`config.mk`:
```
export PLATFORM = sky130hd
export DESIGN_NAME = distortion_sequencer
export DESIGN_NICKNAME = d
export VERILOG_FILES = /design/src/rtl/pedal_pkg.sv /design/src/rtl/switch_debounce.sv /design/src/rtl/distortion_sequencer.sv
export SDC_FILE = /design/constraint.sdc
export NUM_CORES = 1
export LEC_CHECK = 0
export BUFFER_PORTS_ARGS = -buffer_cell sky130_fd_sc_hd__buf_2
export CAP_MARGIN = 20
export CORE_ASPECT_RATIO = 1.1
export CORE_MARGIN = 2
export CORE_UTILIZATION = 41
export DETAILED_ROUTE_END_ITERATION = 12
export GPL_TIMING_DRIVEN = 0
export PLACE_DENSITY = 0.64
export SYNTH_ARGS = -nofsm -noshare
export SYNTH_HDL_FRONTEND = slang
export SYNTH_SLANG_ARGS = --single-unit
```
`constraint.sdc`:
```
create_clock -name clk -period 7.7 [get_ports clk]
set_input_delay 0.385 -clock clk [delete_from_list [all_inputs] [get_ports clk]]
set_output_delay 0.385 -clock clk [all_outputs]
set_load 0.03 [all_outputs]
```
`src/rtl/pedal_pkg.sv`:
```
// Shared encodings for the pedal datapath: distortion modes, unity gain
// and the state enums of the frame sequencer.
package pedal_pkg;

  localparam logic [1:0] MODE_CLEAN  = 2'b00;
  localparam logic [1:0] MODE_LIGHT  = 2'b01;
  localparam logic [1:0] MODE_NORMAL = 2'b10;
  localparam logic [1:0] MODE_HEAVY  = 2'b11;

  // Gain is Q1.8, so 256 is exactly unity.
  localparam logic [8:0] GAIN_UNITY = 9'd256;

  typedef enum logic [1:0] {
    CH_IDLE,
    CH_RUN_L,
    CH_RUN_R,
    CH_SCALE
  } ch_state_t;

  typedef enum logic [1:0] {
    MD_STEADY,
    MD_FADE_OUT,
    MD_SWAP,
    MD_FADE_IN
  } md_state_t;

  // (x * g) >>> 8 in 26-bit signed arithmetic; g <= 256 keeps the result in range.
  function automatic logic signed [15:0] apply_gain(input logic signed [15:0] x,
                                                    input logic [8:0] g);
    logic signed [25:0] prod;
    prod = x * $signed({1'b0, g});
    return prod[23:8];
  endfunction

endpackage

```
`src/rtl/switch_debounce.sv`:
```
// Two-flop synchronizer for the mode switches plus a candidate tracker that
// counts frames, not clocks, before a new switch value is accepted.
module switch_debounce
  import pedal_pkg::*;
#(
  parameter int STABLE_FRAMES = 4
) (
  input  logic       clk,
  input  logic       rst_n,
  input  logic [1:0] sw_mode,
  input  logic       tick,
  output logic [1:0] cand,
  output logic       accepted
);

  localparam int CW = $clog2(STABLE_FRAMES + 1);
  localparam logic [CW-1:0] STABLE_CNT = CW'(STABLE_FRAMES);

  logic [1:0]    meta_reg;
  logic [1:0]    req_reg;
  logic [1:0]    cand_reg;
  logic [1:0]    cand_next;
  logic [CW-1:0] cnt_reg;
  logic [CW-1:0] cnt_next;

  always_comb begin
    cand_next = cand_reg;
    cnt_next  = cnt_reg;
    if (tick) begin
      if (req_reg == cand_reg) begin
        if (cnt_reg != STABLE_CNT) cnt_next = cnt_reg + 1'b1;
      end else begin
        cand_next = req_reg;
        cnt_next  = CW'(1);
      end
    end
  end

  always_ff @(posedge clk) begin
    if (!rst_n) begin
      meta_reg <= MODE_CLEAN;
      req_reg  <= MODE_CLEAN;
      cand_reg <= MODE_CLEAN;
      cnt_reg  <= '0;
    end else begin
      meta_reg <= sw_mode;
      req_reg  <= meta_reg;
      cand_reg <= cand_next;
      cnt_reg  <= cnt_next;
    end
  end

  // Post-update view, so the mode FSM reacts in the same frame the count matures.
  assign cand     = cand_next;
  assign accepted = (cnt_next == STABLE_CNT);

endmodule

```
`src/rtl/distortion_sequencer.sv`:
```
// Time-multiplexes one shared distortion instance across left/right and
// ramps the output gain around every accepted mode change.
module distortion_sequencer
  import pedal_pkg::*;
#(
  parameter int STABLE_FRAMES = 4,
  parameter int RAMP_STEP     = 16
) (
  input  logic               clk,
  input  logic               rst_n,
  input  logic [1:0]         sw_mode,
  input  logic               sample_valid,
  input  logic signed [15:0] left_in,
  input  logic signed [15:0] right_in,
  output logic signed [15:0] dist_in,
  output logic [1:0]         dist_mode,
  input  logic signed [15:0] dist_out,
  output logic signed [15:0] left_out,
  output logic signed [15:0] right_out,
  output logic               out_valid,
  output logic [1:0]         mode_active,
  output logic               fading,
  output logic               overrun
);

  localparam logic [8:0] STEP = 9'(RAMP_STEP);

  ch_state_t ch_state_reg, ch_state_next;
  md_state_t md_state_reg, md_state_next;

  logic signed [15:0] l_reg, r_reg, l_proc_reg, r_proc_reg;
  logic signed [15:0] left_out_reg, right_out_reg;
  logic               out_valid_reg, overrun_reg;
  logic [8:0]         gain_reg, gain_next, gain_dec, gain_inc;
  logic [9:0]         gain_sum;
  logic [1:0]         mode_reg, mode_next;
  logic [1:0]         cand;
  logic               accepted;
  logic               tick;

  assign tick = (ch_state_reg == CH_SCALE);

  switch_debounce #(
    .STABLE_FRAMES(STABLE_FRAMES)
  ) u_debounce (
    .clk     (clk),
    .rst_n   (rst_n),
    .sw_mode (sw_mode),
    .tick    (tick),
    .cand    (cand),
    .accepted(accepted)
  );

  always_comb begin
    ch_state_next = ch_state_reg;
    dist_in       = '0;
    case (ch_state_reg)
      CH_IDLE:  if (sample_valid) ch_state_next = CH_RUN_L;
      CH_RUN_L: begin
        dist_in       = l_reg;
        ch_state_next = CH_RUN_R;
      end
      CH_RUN_R: begin
        dist_in       = r_reg;
        ch_state_next = CH_SCALE;
      end
      default:  ch_state_next = CH_IDLE;
    endcase
  end

  always_ff @(posedge clk) begin
    if (!rst_n) begin
      ch_state_reg  <= CH_IDLE;
      l_reg         <= '0;
      r_reg         <= '0;
      l_proc_reg    <= '0;
      r_proc_reg    <= '0;
      left_out_reg  <= '0;
      right_out_reg <= '0;
      out_valid_reg <= 1'b0;
      overrun_reg   <= 1'b0;
    end else begin
      ch_state_reg  <= ch_state_next;
      out_valid_reg <= tick;
      if (sample_valid && ch_state_reg != CH_IDLE) overrun_reg <= 1'b1;
      case (ch_state_reg)
        CH_IDLE: if (sample_valid) begin
          l_reg <= left_in;
          r_reg <= right_in;
        end
        CH_RUN_L: l_proc_reg <= dist_out;
        CH_RUN_R: r_proc_reg <= dist_out;
        default: begin
          left_out_reg  <= apply_gain(l_proc_reg, gain_reg);
          right_out_reg <= apply_gain(r_proc_reg, gain_reg);
        end
      endcase
    end
  end

  // Saturating ramp arithmetic; the mode FSM picks whichever it needs.
  assign gain_dec = (gain_reg > STEP) ? (gain_reg - STEP) : 9'd0;
  assign gain_sum = {1'b0, gain_reg} + {1'b0, STEP};
  assign gain_inc = (gain_sum >= {1'b0, GAIN_UNITY}) ? GAIN_UNITY : gain_sum[8:0];

  always_comb begin
    md_state_next = md_state_reg;
    gain_next     = gain_reg;
    mode_next     = mode_reg;
    if (tick) begin
      case (md_state_reg)
        MD_STEADY: if (accepted && cand != mode_reg) md_state_next = MD_FADE_OUT;
        MD_FADE_OUT: begin
          if (accepted && cand == mode_reg) begin
            md_state_next = MD_FADE_IN;
          end else begin
            gain_next = gain_dec;
            if (gain_dec == 9'd0) md_state_next = MD_SWAP;
          end
        end
        MD_SWAP: begin
          mode_next     = cand;
          md_state_next = MD_FADE_IN;
        end
        default: begin
          if (accepted && cand != mode_reg) begin
            md_state_next = MD_FADE_OUT;
          end else begin
            gain_next = gain_inc;
            if (gain_inc == GAIN_UNITY) md_state_next = MD_STEADY;
          end
        end
      endcase
    end
  end

  always_ff @(posedge clk) begin
    if (!rst_n) begin
      md_state_reg <= MD_STEADY;
      gain_reg     <= GAIN_UNITY;
      mode_reg     <= MODE_CLEAN;
    end else begin
      md_state_reg <= md_state_next;
      gain_reg     <= gain_next;
      mode_reg     <= mode_next;
    end
  end

  assign dist_mode   = mode_reg;
  assign mode_active = mode_reg;
  assign fading      = (md_state_reg != MD_STEADY);
  assign left_out    = left_out_reg;
  assign right_out   = right_out_reg;
  assign out_valid   = out_valid_reg;
  assign overrun     = overrun_reg;

endmodule

```
# Word-level counts from Yosys, hierarchy flattened
# Index checks and enable logic that the tools add are counted.
totals:
  ff_bits: 122
  wordCells: 74
  in_bits: 53
classes:
  bitwise_logic: 1
  reduce_logical: 15
  n_eq_ne: 16
  n_mux: 19
  add_sub_neg: 3
  mul: 2
  n_lt_le_gt_ge: 2
ops:
  columns: ["cell", "n"]
  rows:
  - ["multiplier 16 x 10 -> 24 bit", 2]
  - ["2-to-1 mux 9 bit", 4]
  - ["one-hot mux 16 bit (2 select lines)", 1]
  - ["one-hot mux 9 bit (2 select lines)", 1]
  - ["2-to-1 mux 2 bit", 8]
  - ["one-hot mux 2 bit (3 select lines)", 2]
  - ["adder 9 x 5 -> 10 bit (second input constant)", 1]
  - [">= comparator 10 x 9 -> 1 bit (second input constant)", 1]
  - ["== test 9 bit (second input constant)", 1]
  - ["> comparator 9 x 5 -> 1 bit (second input constant)", 1]
  - ["logical NOT 9 bit", 1]
  - ["2-to-1 mux 3 bit", 3]
  - ["subtractor 9 x 5 -> 9 bit (second input constant)", 1]
  - ["AND reduction 4 bit", 2]
  - ["== test 2 bit (second input constant)", 3]
  - ["inequality test 2 bit (second input constant)", 3]
  - ["inequality test 3 bit (second input constant)", 2]
  - ["== test 2 x 1 -> 1 bit (second input constant)", 2]
  - ["== test 2 bit", 2]
  - ["logical NOT 2 bit", 2]
  - ["AND reduction 2 bit", 2]
  - ["nonzero test 2 bit", 2]
  - ["nonzero test 4 bit", 1]
  - ["adder 3 x 1 -> 3 bit (second input constant)", 1]
  - ["other kinds (7)", 9]

# Logic depth before layout (Yosys ltp)
# Gate-level depths: netlist of the first run.
depth:
  depth_word: 8
  mapped_depth: 23

# Cells and area by module
# A second synthesis of the first run with hierarchy kept.
unflattened:
  hier_cells: 1657
  hier_area_um2: 14940.6
modules_own_cells:
  columns: ["mod", "instances", "cells_each", "seq_area_each_um2", "area_each_um2"]
  rows:
  - ["distortion_sequencer", 1, 1618, 2262.2, 14503.9]
  - ["switch_debounce", 1, 39, 180.2, 436.7]

# Worst setup path before layout of the first run
# No wires, ideal clock.
synth_path:
  path_kind: "register to register"
  startpoint: "reg gain_reg[4]"
  endpoint: "reg right_out_reg[14] (netlist: right_out[14])"
  slack_ns: 1.801
  period_less_slack_ns: 5.899
  required_ns: 7.568
  arrival_time_ns: 5.767
  path_stages_with_launch: 22
  cell_sequence: "dfxtp_1 -> clkbuf_1 -> buf_1 -> nand2_1 -> fa_1 -> inv_1 -> fa_1 -> fa_1 -> fa_1 -> inv_1 -> fa_1 -> inv_1 -> ha_1 -> a21o_1 -> a21o_1 -> a21o_1 -> a32oi_1 -> o21ai_1 -> o41a_1 -> and3_1 -> a2111oi_0 -> o31ai_1"
synth_via:
  elab_chain_len: 1
synth_rtl:
  columns: ["element", "line", "source"]
  rows:
  - ["start, declared", "distortion_sequencer.sv:34", "logic [8:0] gain_reg, gain_next, gain_dec, gain_inc;"]
  - ["start signal, assigned", "distortion_sequencer.sv:144", "gain_reg <= gain_next;"]
  - ["multiplier 16 x 10 -> 24 bit", "pedal_pkg.sv:31", "prod = x * $signed({1'b0, g});"]
  - ["end signal, assigned", "distortion_sequencer.sv:95", "right_out_reg <= apply_gain(r_proc_reg, gain_reg);"]
  - ["end, declared", "distortion_sequencer.sv:32", "logic signed [15:0] left_out_reg, right_out_reg;"]
# Every way passes these cells.
# A chain may end at the register's enable or synchronous reset.

# Worst setup path after layout of the first run
# Same ends and word-level chain as after synthesis.

==> flow_metrics.py, run 1 <==
metrics = {
    "run_status": {
        "status": "finished, final reports clean",
    },
    "finish": {
        "drive_gt1_frac": 0.0796,
        "synthToLayoutAreaGrowth_pct": 11.6,
        "nets": 2168,
        "final_area_mm2": 0.0165,
        "fin_util": 0.466,
    },
    "setup_path": {
        "worst_ep_arrival_time_ns": 7.31,
        "critPathLaunchType": "flop",
        "path_common_cell": "fa_1",
        "cpPeakStageDelay_ns": 0.60,
        "worst_path_max_delay_cell": "fa_1",
        "path_max_fanout": 10,
        "end_kind": "flop",
        "path_class": "flop to flop",
        "worstPathCellList": "clkbuf_1 -> buf_1 -> nand2_1 -> fa_1 -> inv_1 -> fa_1 -> fa_1 -> fa_1 -> inv_1 -> fa_1 -> inv_1 -> ha_1 -> a21o_1 -> a21o_1 -> a21o_1 -> a32oi_1 -> o21ai_1 -> o41a_1 -> and3_1 -> a2111oi_0 -> o31ai_1",
        "cp.required_ns": 8.01,
    },
    "timing": {
        "relSlewSlack": 0.328,
        "fin_crit_sh": 0.909,
        "grt_setup_unrepaired": "false",
        "finalHoldViolations": 0,
        "setup_tns_ns": 0,
        "fin_worst_skew_ns": 0.0103,
        "maxSlewViolCount": 0,
        "worstMarginPinSlew_ns": 1.01,
        "hold_ws_ns": 0.158,
        "setup_viol": 0,
        "fmax_mhz": 143,
        "fin_crit_ns": 7.00,
    },
    "clock_network": {
        "htree_levels": 4,
        "path_clk_slew_ns": 0.06,
        "cts_setup_buffers": 0,
        "cts_resized": 0,
        "cts_tree": "built",
        "cts_sinks": 122,
        "clock_latency_ns": 0.44,
        "cts_buffers": 17,
        "root_buffer": "clkbuf_16",
        "cts_max_path_buffers": 2,
        "hold_buffers": 0,
    },
    "floorplan": {
        "die_h_um": 203,
        "die_area_mm2": 0.0375,
        "start_util": 0.418,
        "core_mm2": 0.0353,
        "ioPinCount": 108,
        "row_count": 72,
        "die_x_um": 185,
    },
    "routing": {
        "vias": 11300,
        "antenna_left": 0,
        "drc_errors": 0,
        "first_pass_iters": 5,
        "post_drt_via_cell_ratio": 4.96,
        "wl_per_cell_um": 16.6,
        "drtIter0Drc": 604,
        "routed_wl_um": 37500,
    },
    "yosys": {
        "ys_top_cells_by_area": "fa_1, dfxtp_1, ha_1, inv_1, and2_1",
        "synth_warnings": 0,
        "yosysUniqueCellTypes": 60,
        "yosysTopAreaCell": "fa_1",
        "synth_edf_count": 0,
        "synthDominantCellAreaShare": 0.310,
        "syn_inst": 1648,
        "async_reset_ff_frac": 0,
        "syn-cell-area_mm2": 0.0147,
        "syn_nets": 2043,
        "synth_ff_type": "dfxtp_1",
        "synthTopCellsByCount": "inv_1, nand2_1, fa_1",
        "yosys.cell_count.top_type": "inv_1",
        "ys_seq_area_frac": 0.166,
        "synth.avg_cell_area_um2": 8.95,
        "ys_ff_latch": 122,
    },
    "power": {
        "power_mw": 1.89,
        "p_leak_nw": 8.33,
        "p_per_area_mw_per_mm2": 115,
        "worst_ir_drop_vdd_mv": 0.176,
    },
    "global_route": {
        "grt_overflow": 0,
        "grt.total_usage": 0.212,
        "grt_max_degree": 17,
        "grt_pass1_vias": 11900,
        "grt_pass1_wl_um": 61500,
        "antenna_found_initial": 2,
    },
    "worst_hold_path": {
        "hold_path_class": "primary input to flop",
    },
    "placed_design": {
        "place_congestion": 0.850,
        "dp_hpwl_um": 29500,
        "place_area_mm2": 0.0159,
        "portBuffers": 106,
    },
    "run": {
        "drv_cap": 0,
    },
}
-- metrics by stage --
stage,cells,setup slack [ns]
CTS,2266,0.799
global placement,2235,0.957
global route,2266,0.446
finish,2267,0.703
floorplan,1648,1.80
detailed placement,2235,0.857
-- worst paths after layout --
path / start / endpoint / slack [ns] / cells after the start
worst max-delay path: gain_reg[4] / right_out[14] / 0.70 / 21
worst min-delay path: sw_mode[0] / u_debounce.meta_reg[0] / 0.16 / 2
worst max register to register: gain_reg[4] / right_out[14] / 0.70 / 21
worst min register to register: u_debounce.meta_reg[0] / u_debounce.req_reg[0] / 0.43 / 1
-- routing by layer --
layer	vias up	routed length [um]	GRT usage
met3	51	2260	0.0368
met1	5580	16100	0.274
met2	296	18500	0.362
met5	-	12	0
met4	2	716	0.0604
li1	5325	-	-
-- layout by cell type (no fill, tap or decap), types with 7 or more instances in the layout --
| cell | netlist | layout |
|---|---|---|
| dfxtp_1 | 122 | 122 |
| nand2b_1 | 7 | 7 |
| clkbuf_1 | 88 | 91 |
| clkbuf_16 | 0 | 17 |
| nor2_1 | 27 | 27 |
| a21boi_0 | 37 | 37 |
| xnor2_1 | 33 | 33 |
| nor2b_1 | 76 | 76 |
| o21ai_1 | 10 | 10 |
| nand4_1 | 8 | 8 |
| mux2i_1 | 57 | 57 |
| fa_1 | 228 | 228 |
| nand3b_1 | 7 | 7 |
| nand3_1 | 11 | 11 |
| nand2_1 | 238 | 238 |
| a21o_1 | 10 | 10 |
| and2_1 | 147 | 147 |
| a21oi_1 | 17 | 17 |
| buf_2 | 0 | 106 |
| nor3_1 | 7 | 7 |
| buf_1 | 11 | 11 |
| xor2_1 | 16 | 16 |
| ha_1 | 114 | 114 |
| inv_1 | 277 | 277 |
| a22oi_1 | 18 | 18 |
-- power breakdown --
| group | total, mW | switching, mW | internal [mW] |
|---|---|---|---|
| combinational | 0.377 | 0.235 | 0.142 |
| clock | 0.818 | 0.311 | 0.507 |
| sequential | 0.692 | 0.0225 | 0.669 |
| total | 1.89 | 0.568 | 1.32 |
-- layout make-up --
| type | instances | area (um^2) |
|---|---|---|
| Clock inverter | 7 | 90.1 |
| Timing Repair Buffer | 106 | 531 |
| Tap cell | 481 | 602 |
| Sequential cell | 122 | 2440 |
| Buffer | 101 | 387 |
| Fill cell | 3491 | 18900 |
| Multi-Input combinational cell | 1148 | 10900 |
| Inverter | 277 | 1040 |
| Antenna cell | 1 | 2.50 |
| Clock buffer | 24 | 492 |
-- critical path, delay by kind of cell (launching register included) --
| kind | cells | cell delay (ns) |
|---|---|---|
| flops | 1 | 0.44 |
| compound gates | 8 | 1.84 |
| simple gates | 2 | 0.39 |
| buf+inv | 5 | 1.28 |
| fa+ha+maj | 6 | 2.92 |
-- cell families after synthesis --
family | share of synthesized area
DFF | 0.166
AOI/OAI and AO/OA | 0.0770
xor gates and xnor gates | 0.0291
buffers and inverters | 0.0967
adders and majority gates | 0.406
and+or+nand+nor | 0.187
muxes | 0.0387
(Power assumes the default switching activity.)
==> inputs of run 2 (changes only) <==
--- a/config.mk
+++ b/config.mk
@@ -9,10 +9,10 @@
 export CAP_MARGIN = 20
 export CORE_ASPECT_RATIO = 1.1
 export CORE_MARGIN = 2
-export CORE_UTILIZATION = 41
+export CORE_UTILIZATION = 35
 export DETAILED_ROUTE_END_ITERATION = 12
-export GPL_TIMING_DRIVEN = 0
-export PLACE_DENSITY = 0.64
+export MAX_ROUTING_LAYER = met4
+export PLACE_DENSITY = 0.57
 export SYNTH_ARGS = -nofsm -noshare
 export SYNTH_HDL_FRONTEND = slang
 export SYNTH_SLANG_ARGS = --single-unit
==> run 2 against run 1 <==
Effect of this change: design area fell by 0.65%; setup slack improved by 0.78 ns; largest cell class unchanged; critical endpoint is now left_out[15]; core utilization fell by 7.1 points.
==> flow_metrics.py, run 2 (synthesis results as in run 1) <==
metrics = {
    "power": {
        "power_mw": 1.88,
        "power_frac_comb": 0.171,
        "p_clk_frac": 0.439,
        "seqPwrFrac": 0.390,
        "p_leak_nw": 8.30,
        "switchingPower_mw": 0.603,
        "internal_power_mw": 1.27,
        "worst_ir_drop_vdd_mv": 0.162,
        "p_per_area_mw_per_mm2": 115,
        "swShare": 0.321,
    },
    "timing": {
        "fin_crit_sh": 0.808,
        "fmax_mhz": 161,
        "maxSlewViolCount": 0,
        "grt_setup_unrepaired": "false",
        "setup_tns_ns": 0,
        "setup_viol": 0,
        "fin_worst_skew_ns": 0.0140,
        "worstMarginPinSlew_ns": 0.989,
        "finalHoldViolations": 0,
        "relSlewSlack": 0.340,
        "hold_ws_ns": 0.139,
        "fin_crit_ns": 6.22,
    },
    "routing": {
        "antenna_left": 0,
        "routed_wl_um": 33700,
        "drc_errors": 0,
        "drtIter0Drc": 448,
        "vias": 10800,
        "wl_per_cell_um": 14.9,
        "first_pass_iters": 5,
        "post_drt_via_cell_ratio": 4.78,
    },
    "floorplan": {
        "core_mm2": 0.0414,
        "die_x_um": 200,
        "ioPinCount": 108,
        "die_area_mm2": 0.0438,
        "row_count": 78,
        "start_util": 0.356,
        "die_h_um": 219,
    },
    "clock_network": {
        "cts_resized": 0,
        "cts_buffers": 17,
        "htree_levels": 4,
        "cts_tree": "built",
        "cts_max_path_buffers": 2,
        "clock_latency_ns": 0.45,
        "cts_sinks": 122,
        "path_clk_slew_ns": 0.07,
        "hold_buffers": 0,
        "cts_setup_buffers": 0,
        "root_buffer": "clkbuf_16",
    },
    "setup_path": {
        "end_kind": "flop",
        "worst_ep_arrival_time_ns": 6.53,
        "critPathLaunchType": "flop",
        "cp.required_ns": 8.01,
        "path_max_fanout": 24,
        "path_class": "flop to flop",
    },
    "worst_hold_path": {
        "hold_path_class": "primary input to flop",
    },
    "global_route": {
        "grt_pass1_wl_um": 57400,
        "grt_max_degree": 94,
        "grt.total_usage": 0.172,
        "antenna_found_initial": 0,
        "grt_pass1_vias": 11500,
        "grt_overflow": 0,
    },
    "placed_design": {
        "dp_hpwl_um": 25600,
        "place_congestion": 0.818,
        "portBuffers": 107,
    },
    "finish": {
        "fin_util": 0.395,
        "nets": 2084,
        "final_common_cell": "inv_1",
        "drive_gt1_frac": 0.0969,
        "synthToLayoutAreaGrowth_pct": 10.9,
        "antenna-diode-count": 0,
        "mostFrequentLayoutCells": "inv_1, nand2_1, fa_1",
    },
    "run": {
        "drv_cap": 0,
    },
    "run_status": {
        "status": "finished, final reports clean",
    },
}
## run 2: area by class of cell
cell class,instances,area [um^2]
Clock buffer,18,439
Clock inverter,14,149
Fill cell,4242,25000
Inverter,277,1040
Multi-Input combinational cell,1148,10900
Sequential cell,122,2440
Tap cell,560,701
Timing Repair Buffer,123,698
## run 2: worst paths after layout
path	start	to	slack (ns)	cells past startpoint
worst min-delay path	sw_mode[1]	u_debounce.meta_reg[1]	0.14	2
worst max-delay path	gain_reg[6]	left_out[15]	1.48	17
worst min register to register	u_debounce.meta_reg[1]	u_debounce.req_reg[1]	0.43	1
worst max register to register	gain_reg[6]	left_out[15]	1.48	17
## run 2: worst max-delay path, cell delays in order, from the launching register on
cell and delay [ns]:
dfxtp_1 0.95, buf_4 0.37, and2_1 0.17, fa_1 0.44, fa_1 0.57, fa_1 0.43
fa_1 0.49, inv_1 0.05, fa_1 0.47, inv_1 0.04, ha_1 0.31, a211o_1 0.29
o31a_1 0.27, o31a_1 0.37, a41o_1 0.30, o41a_1 0.33, xnor2_1 0.16, a21oi_1 0.08
## run 2: metal layers
layer | global-route usage | vias to the layer above | share of wire
li1 | - | 5148 | -
met1 | 0.210 | 5405 | 0.44
met2 | 0.289 | 211 | 0.50
met3 | 0.0298 | 47 | 0.040
met4 | 0.0541 | 0 | 0.022
met5 | - | - | 0
## run 2: metrics by stage
| step | setup slack (ns) | std cells | area, um^2 |
|---|---|---|---|
| after detailed placement | 1.37 | 2228 | 15700 |
| after CTS | 1.35 | 2260 | 16300 |
| final | 1.48 | 2262 | 16400 |
| after global placement | 1.45 | 2228 | 15700 |
| after floorplan | 1.80 | 1648 | 14700 |
| after global routing | 1.18 | 2262 | 16400 |
## run 2: power by group through the flow
stage | Sequential [mW] | Combinational [mW] | Clock [mW]
2_1_floorplan | 0.703 | 0.259 | 0
3_3_place_gp | 0.745 | 0.317 | 0
3_5_place_dp | 0.746 | 0.321 | 0
4_1_cts | 0.732 | 0.323 | 0.853
5_1_grt | 0.739 | 0.364 | 0.875
6_report | 0.732 | 0.321 | 0.825
